File: src/rtl/maxheap_pkg.sv
// Types shared between the maxheap and its pop-side consumer stage.
// Also hosts the saturating helper used by the optional statistics counters.
package maxheap_pkg;

    localparam int DATA_WIDTH = 10;
    localparam int PRIO_WIDTH = 32;

    typedef enum logic [1:0] {
        IDLE = 2'd0,
        REQ  = 2'd1,
        WAIT = 2'd2
    } pop_state_t;

    typedef struct packed {
        logic signed [DATA_WIDTH-1:0] data;
        logic signed [PRIO_WIDTH-1:0] prio;
    } heap_entry_t;

    function automatic logic [15:0] sat_add16(input logic [15:0] a, input logic [15:0] b);
        logic [16:0] sum;
        sum = {1'b0, a} + {1'b0, b};
        return sum[16] ? 16'hFFFF : sum[15:0];
    endfunction

endpackage

File: src/rtl/maxheap_pop_fifo.sv
// Registered (non fall-through) DEPTH-entry FIFO with count and synchronous flush.
// Pointers wrap naturally (DEPTH is a power of two); count is one bit wider.
module maxheap_pop_fifo #(
    parameter int WIDTH = 42,
    parameter int DEPTH = 2
) (
    input  logic                   clk,
    input  logic                   rst_n,
    input  logic                   flush,
    input  logic                   wr_en,
    input  logic [WIDTH-1:0]       wr_data,
    input  logic                   rd_en,
    output logic [WIDTH-1:0]       rd_data,
    output logic                   not_empty,
    output logic [$clog2(DEPTH):0] count
);

    localparam int AW = $clog2(DEPTH);
    localparam logic [AW:0] FULL_CNT = (AW+1)'(DEPTH);

    logic [WIDTH-1:0] mem_reg [DEPTH];
    logic [AW-1:0]    wr_ptr_reg;
    logic [AW-1:0]    rd_ptr_reg;
    logic [AW:0]      count_reg;
    logic             do_wr;
    logic             do_rd;

    assign do_rd = rd_en && (count_reg != '0);
    // A write into a full FIFO is only legal when the head leaves on the same edge.
    assign do_wr = wr_en && ((count_reg != FULL_CNT) || do_rd);

    always_ff @(posedge clk or negedge rst_n) begin
        if (!rst_n) begin
            wr_ptr_reg <= '0;
            rd_ptr_reg <= '0;
            count_reg  <= '0;
        end else if (flush) begin
            wr_ptr_reg <= '0;
            rd_ptr_reg <= '0;
            count_reg  <= '0;
        end else begin
            if (do_wr) wr_ptr_reg <= wr_ptr_reg + AW'(1);
            if (do_rd) rd_ptr_reg <= rd_ptr_reg + AW'(1);
            case ({do_wr, do_rd})
                2'b10:   count_reg <= count_reg + (AW+1)'(1);
                2'b01:   count_reg <= count_reg - (AW+1)'(1);
                default: count_reg <= count_reg;
            endcase
        end
    end

    always_ff @(posedge clk or negedge rst_n) begin
        if (!rst_n) begin
            for (int i = 0; i < DEPTH; i++) mem_reg[i] <= '0;
        end else if (do_wr && !flush) begin
            mem_reg[wr_ptr_reg] <= wr_data;
        end
    end

    assign rd_data   = mem_reg[rd_ptr_reg];
    assign not_empty = (count_reg != '0);
    assign count     = count_reg;

endmodule

File: src/rtl/maxheap_pop_stage.sv
// Pop-side consumer of the maxheap: requests pops while buffer credit exists and streams results out.
// Optional feature macro: MAXHEAP_POP_STATS_EN adds pop_count / drop_count outputs.
module maxheap_pop_stage #(
    parameter int DATA_WIDTH = maxheap_pkg::DATA_WIDTH,
    parameter int PRIO_WIDTH = maxheap_pkg::PRIO_WIDTH,
    parameter int DEPTH      = 2
) (
    input  logic                         sink_clk,
    input  logic                         reset,
    input  logic                         heap_empty,
    output logic                         pop_req,
    input  logic                         pop_valid,
    input  logic signed [DATA_WIDTH-1:0] pop_data,
    input  logic signed [PRIO_WIDTH-1:0] pop_prio,
    input  logic                         flush,
    input  logic                         source_ready,
    output logic                         source_valid,
    output logic signed [DATA_WIDTH-1:0] source_data,
    output logic signed [PRIO_WIDTH-1:0] source_prio,
    output logic [$clog2(DEPTH):0]       occupancy
`ifdef MAXHEAP_POP_STATS_EN
    ,
    output logic [15:0]                  pop_count,
    output logic [15:0]                  drop_count
`endif
);

    import maxheap_pkg::*;

    localparam int AW = $clog2(DEPTH);
    localparam int EW = DATA_WIDTH + PRIO_WIDTH;
    localparam logic [AW:0] DEPTH_CNT = (AW+1)'(DEPTH);

    pop_state_t    state_reg;
    pop_state_t    state_next;
    logic          drop_reg;
    logic          drop_next;
    logic          in_flight;
    logic          resp_fire;
    logic          fifo_wr;
    logic          fifo_rd;
    logic [AW:0]   fifo_count;
    logic [EW-1:0] fifo_rd_data;

    // The outstanding pop holds a FIFO slot so a returning response always has room.
    assign in_flight = (state_reg != IDLE);
    assign occupancy = fifo_count + {{AW{1'b0}}, in_flight};

    assign resp_fire = (state_reg == WAIT) && pop_valid;
    assign fifo_wr   = resp_fire && !drop_reg && !flush;
    assign fifo_rd   = source_valid && source_ready;

    always_ff @(posedge sink_clk or negedge reset) begin
        if (!reset) begin
            state_reg <= IDLE;
            drop_reg  <= 1'b0;
        end else begin
            state_reg <= state_next;
            drop_reg  <= drop_next;
        end
    end

    always_comb begin
        state_next = state_reg;
        drop_next  = drop_reg;
        pop_req    = 1'b0;
        case (state_reg)
            IDLE: begin
                if (!heap_empty && (occupancy < DEPTH_CNT) && !flush) state_next = REQ;
            end
            REQ: begin
                pop_req    = 1'b1;
                state_next = WAIT;
            end
            WAIT: begin
                if (pop_valid) state_next = IDLE;
            end
            default: state_next = IDLE;
        endcase
        // A flush while a pop is outstanding poisons exactly that one response.
        if (resp_fire) begin
            drop_next = 1'b0;
        end else if (flush && in_flight) begin
            drop_next = 1'b1;
        end
    end

    maxheap_pop_fifo #(
        .WIDTH (EW),
        .DEPTH (DEPTH)
    ) u_fifo (
        .clk       (sink_clk),
        .rst_n     (reset),
        .flush     (flush),
        .wr_en     (fifo_wr),
        .wr_data   ({pop_data, pop_prio}),
        .rd_en     (fifo_rd),
        .rd_data   (fifo_rd_data),
        .not_empty (source_valid),
        .count     (fifo_count)
    );

    assign source_data = fifo_rd_data[EW-1:PRIO_WIDTH];
    assign source_prio = fifo_rd_data[PRIO_WIDTH-1:0];

`ifdef MAXHEAP_POP_STATS_EN
    logic [15:0] pop_count_reg;
    logic [15:0] drop_count_reg;
    logic [AW:0] flushed_entries;
    logic [15:0] drop_inc;

    // The head transferred on the flush edge was delivered, so it is not counted as dropped.
    assign flushed_entries = flush ? (fifo_count - {{AW{1'b0}}, fifo_rd}) : '0;
    assign drop_inc        = 16'(flushed_entries) + 16'(resp_fire && (drop_reg || flush));

    always_ff @(posedge sink_clk or negedge reset) begin
        if (!reset) begin
            pop_count_reg  <= '0;
            drop_count_reg <= '0;
        end else begin
            pop_count_reg  <= sat_add16(pop_count_reg, 16'(fifo_wr));
            drop_count_reg <= sat_add16(drop_count_reg, drop_inc);
        end
    end

    assign pop_count  = pop_count_reg;
    assign drop_count = drop_count_reg;
`endif

endmodule

File: config.mk
export PLATFORM = sky130hd
export DESIGN_NAME = maxheap_pop_stage
export DESIGN_NICKNAME = d
export VERILOG_FILES = /design/src/rtl/maxheap_pkg.sv /design/src/rtl/maxheap_pop_fifo.sv /design/src/rtl/maxheap_pop_stage.sv
export SDC_FILE = /design/constraint.sdc
export NUM_CORES = 1
export LEC_CHECK = 0
export BUFFER_PORTS_ARGS = -buffer_cell sky130_fd_sc_hd__buf_4
export CORE_MARGIN = 4
export CORE_UTILIZATION = 40
export CTS_CLUSTER_DIAMETER = 30
export DETAILED_ROUTE_END_ITERATION = 12
export PLACE_DENSITY_LB_ADDON = 0.2
export SKIP_LAST_GASP = 1
export SYNTH_ARGS = -nofsm -noshare
export SYNTH_HDL_FRONTEND = slang
export SYNTH_SLANG_ARGS = --single-unit
File: constraint.sdc
create_clock -name sink_clk -period 2.26 [get_ports sink_clk]
set_input_delay 0 -clock sink_clk [delete_from_list [all_inputs] [get_ports sink_clk]]
set_output_delay 0 -clock sink_clk [all_outputs]
set_load 0.02 [all_outputs]
==> impl_metrics.yaml <==
global_routing:
  grt_use_total: 0.146
  grt_remaining_overflow: 0
  grt_pass1_wl_mm: 14.7
  antenna_found_initial: 0
  grt_pass1_vias: 2917
  grt_max_degree: 48
clock_tree:
  postCtsSetupBuffers: 0
  clkLatencyLatePin_ns: 0.36
  clk_pin_slew_ns: 0.10
  clkSinkCount: 91
  clk_path_buf_depth: 2
  cts-htree-levels: 3
  cts_buffers: 9
  cts_root_buffer: "clkbuf_8"
  cts_tree: "yes"
detailed_routing:
  viasPerCell: 4.82
  drtIter0Drc: 78
  wl_mm: 8.73
  ant_nets: 0
  drt_pre_antenna_iters: 4
  wl_per_cell_um: 15.8
  drc: 0
  num_vias: 2663
layout:
  largest_reg_flops: 84
  fillers: 871
  final_cells: 553
  drive_gt1_frac: 0.604
  antenna_cells: 0
  nNetsFinal: 461
  syn2layout_area_growth_pct: 35.1
  fin_area_mm2: 0.00579
die:
  die_area_mm2: 0.0124
  rows: 37
  core_mm2: 0.0104
  io-pin-count: 94
  dieHeight_um: 111
  start_util: 0.413
  die_w_um: 111
worst_setup_path:
  r2r_slack_ns: 0.31
  crit_fanout: 5
  worstPathArrival_ns: 2.25
  rr_endpoint: "state_reg[0]"
  r2r-start: "state_reg[0]"
  cp-start-kind: "flip-flop"
  end_kind: "flip-flop"
  rr_worst_depth: 5
  crit_type: "reg -> reg"
  crit_required_ns: 2.56
synth:
  yosysUniqueCellTypes: 33
  synthesis.nets: 318
  synth_ff_type: "dfrtp_1"
  synth_cells: 269
  synth_enable_flop_cells: 0
  avgSynthCellArea_um2: 15.9
  async_flop_share: 1.00
  synth_area_mm2: 0.00428
  yosys_register_bits: 91
  yosysSeqAreaShare: 0.532
  yosys_warnings: 0
timing:
  slew_violations: 0
  worst_slew_pin_slew_ns: 0.610
  max_freq_mhz: 514
  hold_ws_ns: 0.180
  finalSetupViolCount: 0
  fin_tns_setup_ns: 0
  skew_ns: 0.0182
  max-slew-margin-rel: 0.593
  rsz0062_at_grt: "no"
  min_period_over_period: 0.861
  finalCriticalPeriod_ns: 1.95
  finalHoldViolations: 0
place:
  place_area_mm2: 0.00509
  gp_congestion: 0.696
  dp.cells: 489
  io_buffers: 93
  hpwlAfterDp_mm: 5.64
pwr:
  total_power_w: 0.00579
  peakVddDrop_uv: 530
  power_density_mw_per_mm2: 1000
  power.leakage_nw: 2.83
job:
  cap_viol_max_count: 0
status:
  status: "finished clean"
worst_hold_path:
  hp-class: "in -> async"
-- critical path, stage by stage, from the launching register on --
cell and delay (ns):
dfrtp_1 0.45, or2_2 0.33, ha_1 0.21, xor2_1 0.16
nor4_1 0.17, dlygate4sd3_1 0.58
-- cell usage in the layout (no fill, tap or decap), types with 2 or more instances in the layout --
cell / netlist / routed
buf_4: 1 / 97
dfrtp_1: 91 / 90
mux2_2: 87 / 87
dlygate4sd3_1: 0 / 48
mux2_4: 39 / 39
clkbuf_8: 0 / 9
inv_6: 0 / 4
buf_12: 4 / 4
or2_2: 3 / 3
nor3b_1: 3 / 3
xor2_1: 2 / 2
o211ai_1: 2 / 2
nand2_1: 2 / 2
nor2_1: 2 / 2
a21oi_1: 2 / 2
-- synth_stat cells, types with 2 or more instances --
cell      instances  share of area
a21oi_1           2         0.0023
buf_12            4          0.019
buf_6             5          0.013
clkbuf_1          7         0.0061
dfrtp_1          91           0.53
mux2_2           87           0.23
mux2_4           39           0.14
nand2_1           2         0.0018
nor2_1            2         0.0018
nor3b_1           3         0.0053
o211ai_1          2         0.0035
or2_2             3         0.0044
xor2_1            2         0.0041
-- stage by stage --
step | util | setup WS [ns]
floorplan | - | 0.450
global placement | 0.491 | 0.399
detailed placement | 0.491 | 0.361
CTS | 0.558 | 0.349
global route | 0.558 | 0.216
finish | 0.558 | 0.313
-- final cells by class --
type	instances	area (um^2)	share of cell area
Tap cell	136	170	0.0294
Clock inverter	7	90.1	0.0156
Clock buffer	9	124	0.0214
Inverter	1	3.75	0.000649
Multi-Input combinational cell	160	1830	0.317
Timing Repair Buffer	149	1290	0.223
Sequential cell	91	2280	0.394
-- cells by family (layout without fill, tap and decap cells) --
kind of cell / count (synthesis) / in the layout / synth area share
xor gates and xnor gates: 2 / 2 / 0.00409
muxes: 126 / 126 / 0.365
buffers and inverters: 18 / 166 / 0.0406
DFF: 91 / 91 / 0.532
AOI/OAI and AO/OA: 10 / 10 / 0.0167
and+or+nand+nor: 21 / 21 / 0.0386
adders and majority gates: 1 / 1 / 0.00292
-- per-layer routing --
layer | share of wire | up-vias | track usage
met5 | 0 | - | 0
met4 | 0.0082 | 0 | 0.0292
met3 | 0.055 | 8 | 0.0511
met2 | 0.46 | 71 | 0.231
met1 | 0.48 | 1330 | 0.198
li1 | - | 1254 | -
-- where the power goes --
group | total [W] | internal, W | switching (W)
clock | 0.00117 | 0.000539 | 0.000635
combinational | 0.00230 | 0.00134 | 0.000960
sequential | 0.00231 | 0.00207 | 0.000248
total | 0.00579 | 0.00395 | 0.00184
-- how the worst max path moves through the flow --
stage / startpoint / end / depth (start not counted) / slack (ns)
floorplan: state_reg[0] / u_fifo.mem_reg[42] / 5 / 0.45
global placement: u_fifo.count[1] / u_fifo.mem_reg[60] / 4 / 0.40
detailed placement: state_reg[0] / u_fifo.mem_reg[80] / 4 / 0.36
CTS: state_reg[0] / state_reg[0] / 5 / 0.35
global route: state_reg[0] / state_reg[0] / 5 / 0.22
finish: state_reg[0] / state_reg[0] / 5 / 0.31
-- what timing repair did --
item	4_1_cts	5_1_grt
resized for setup	0	0
hold endpoints to repair	135	0
hold buffers	48	0
Power figures use the tool's default switching activity.
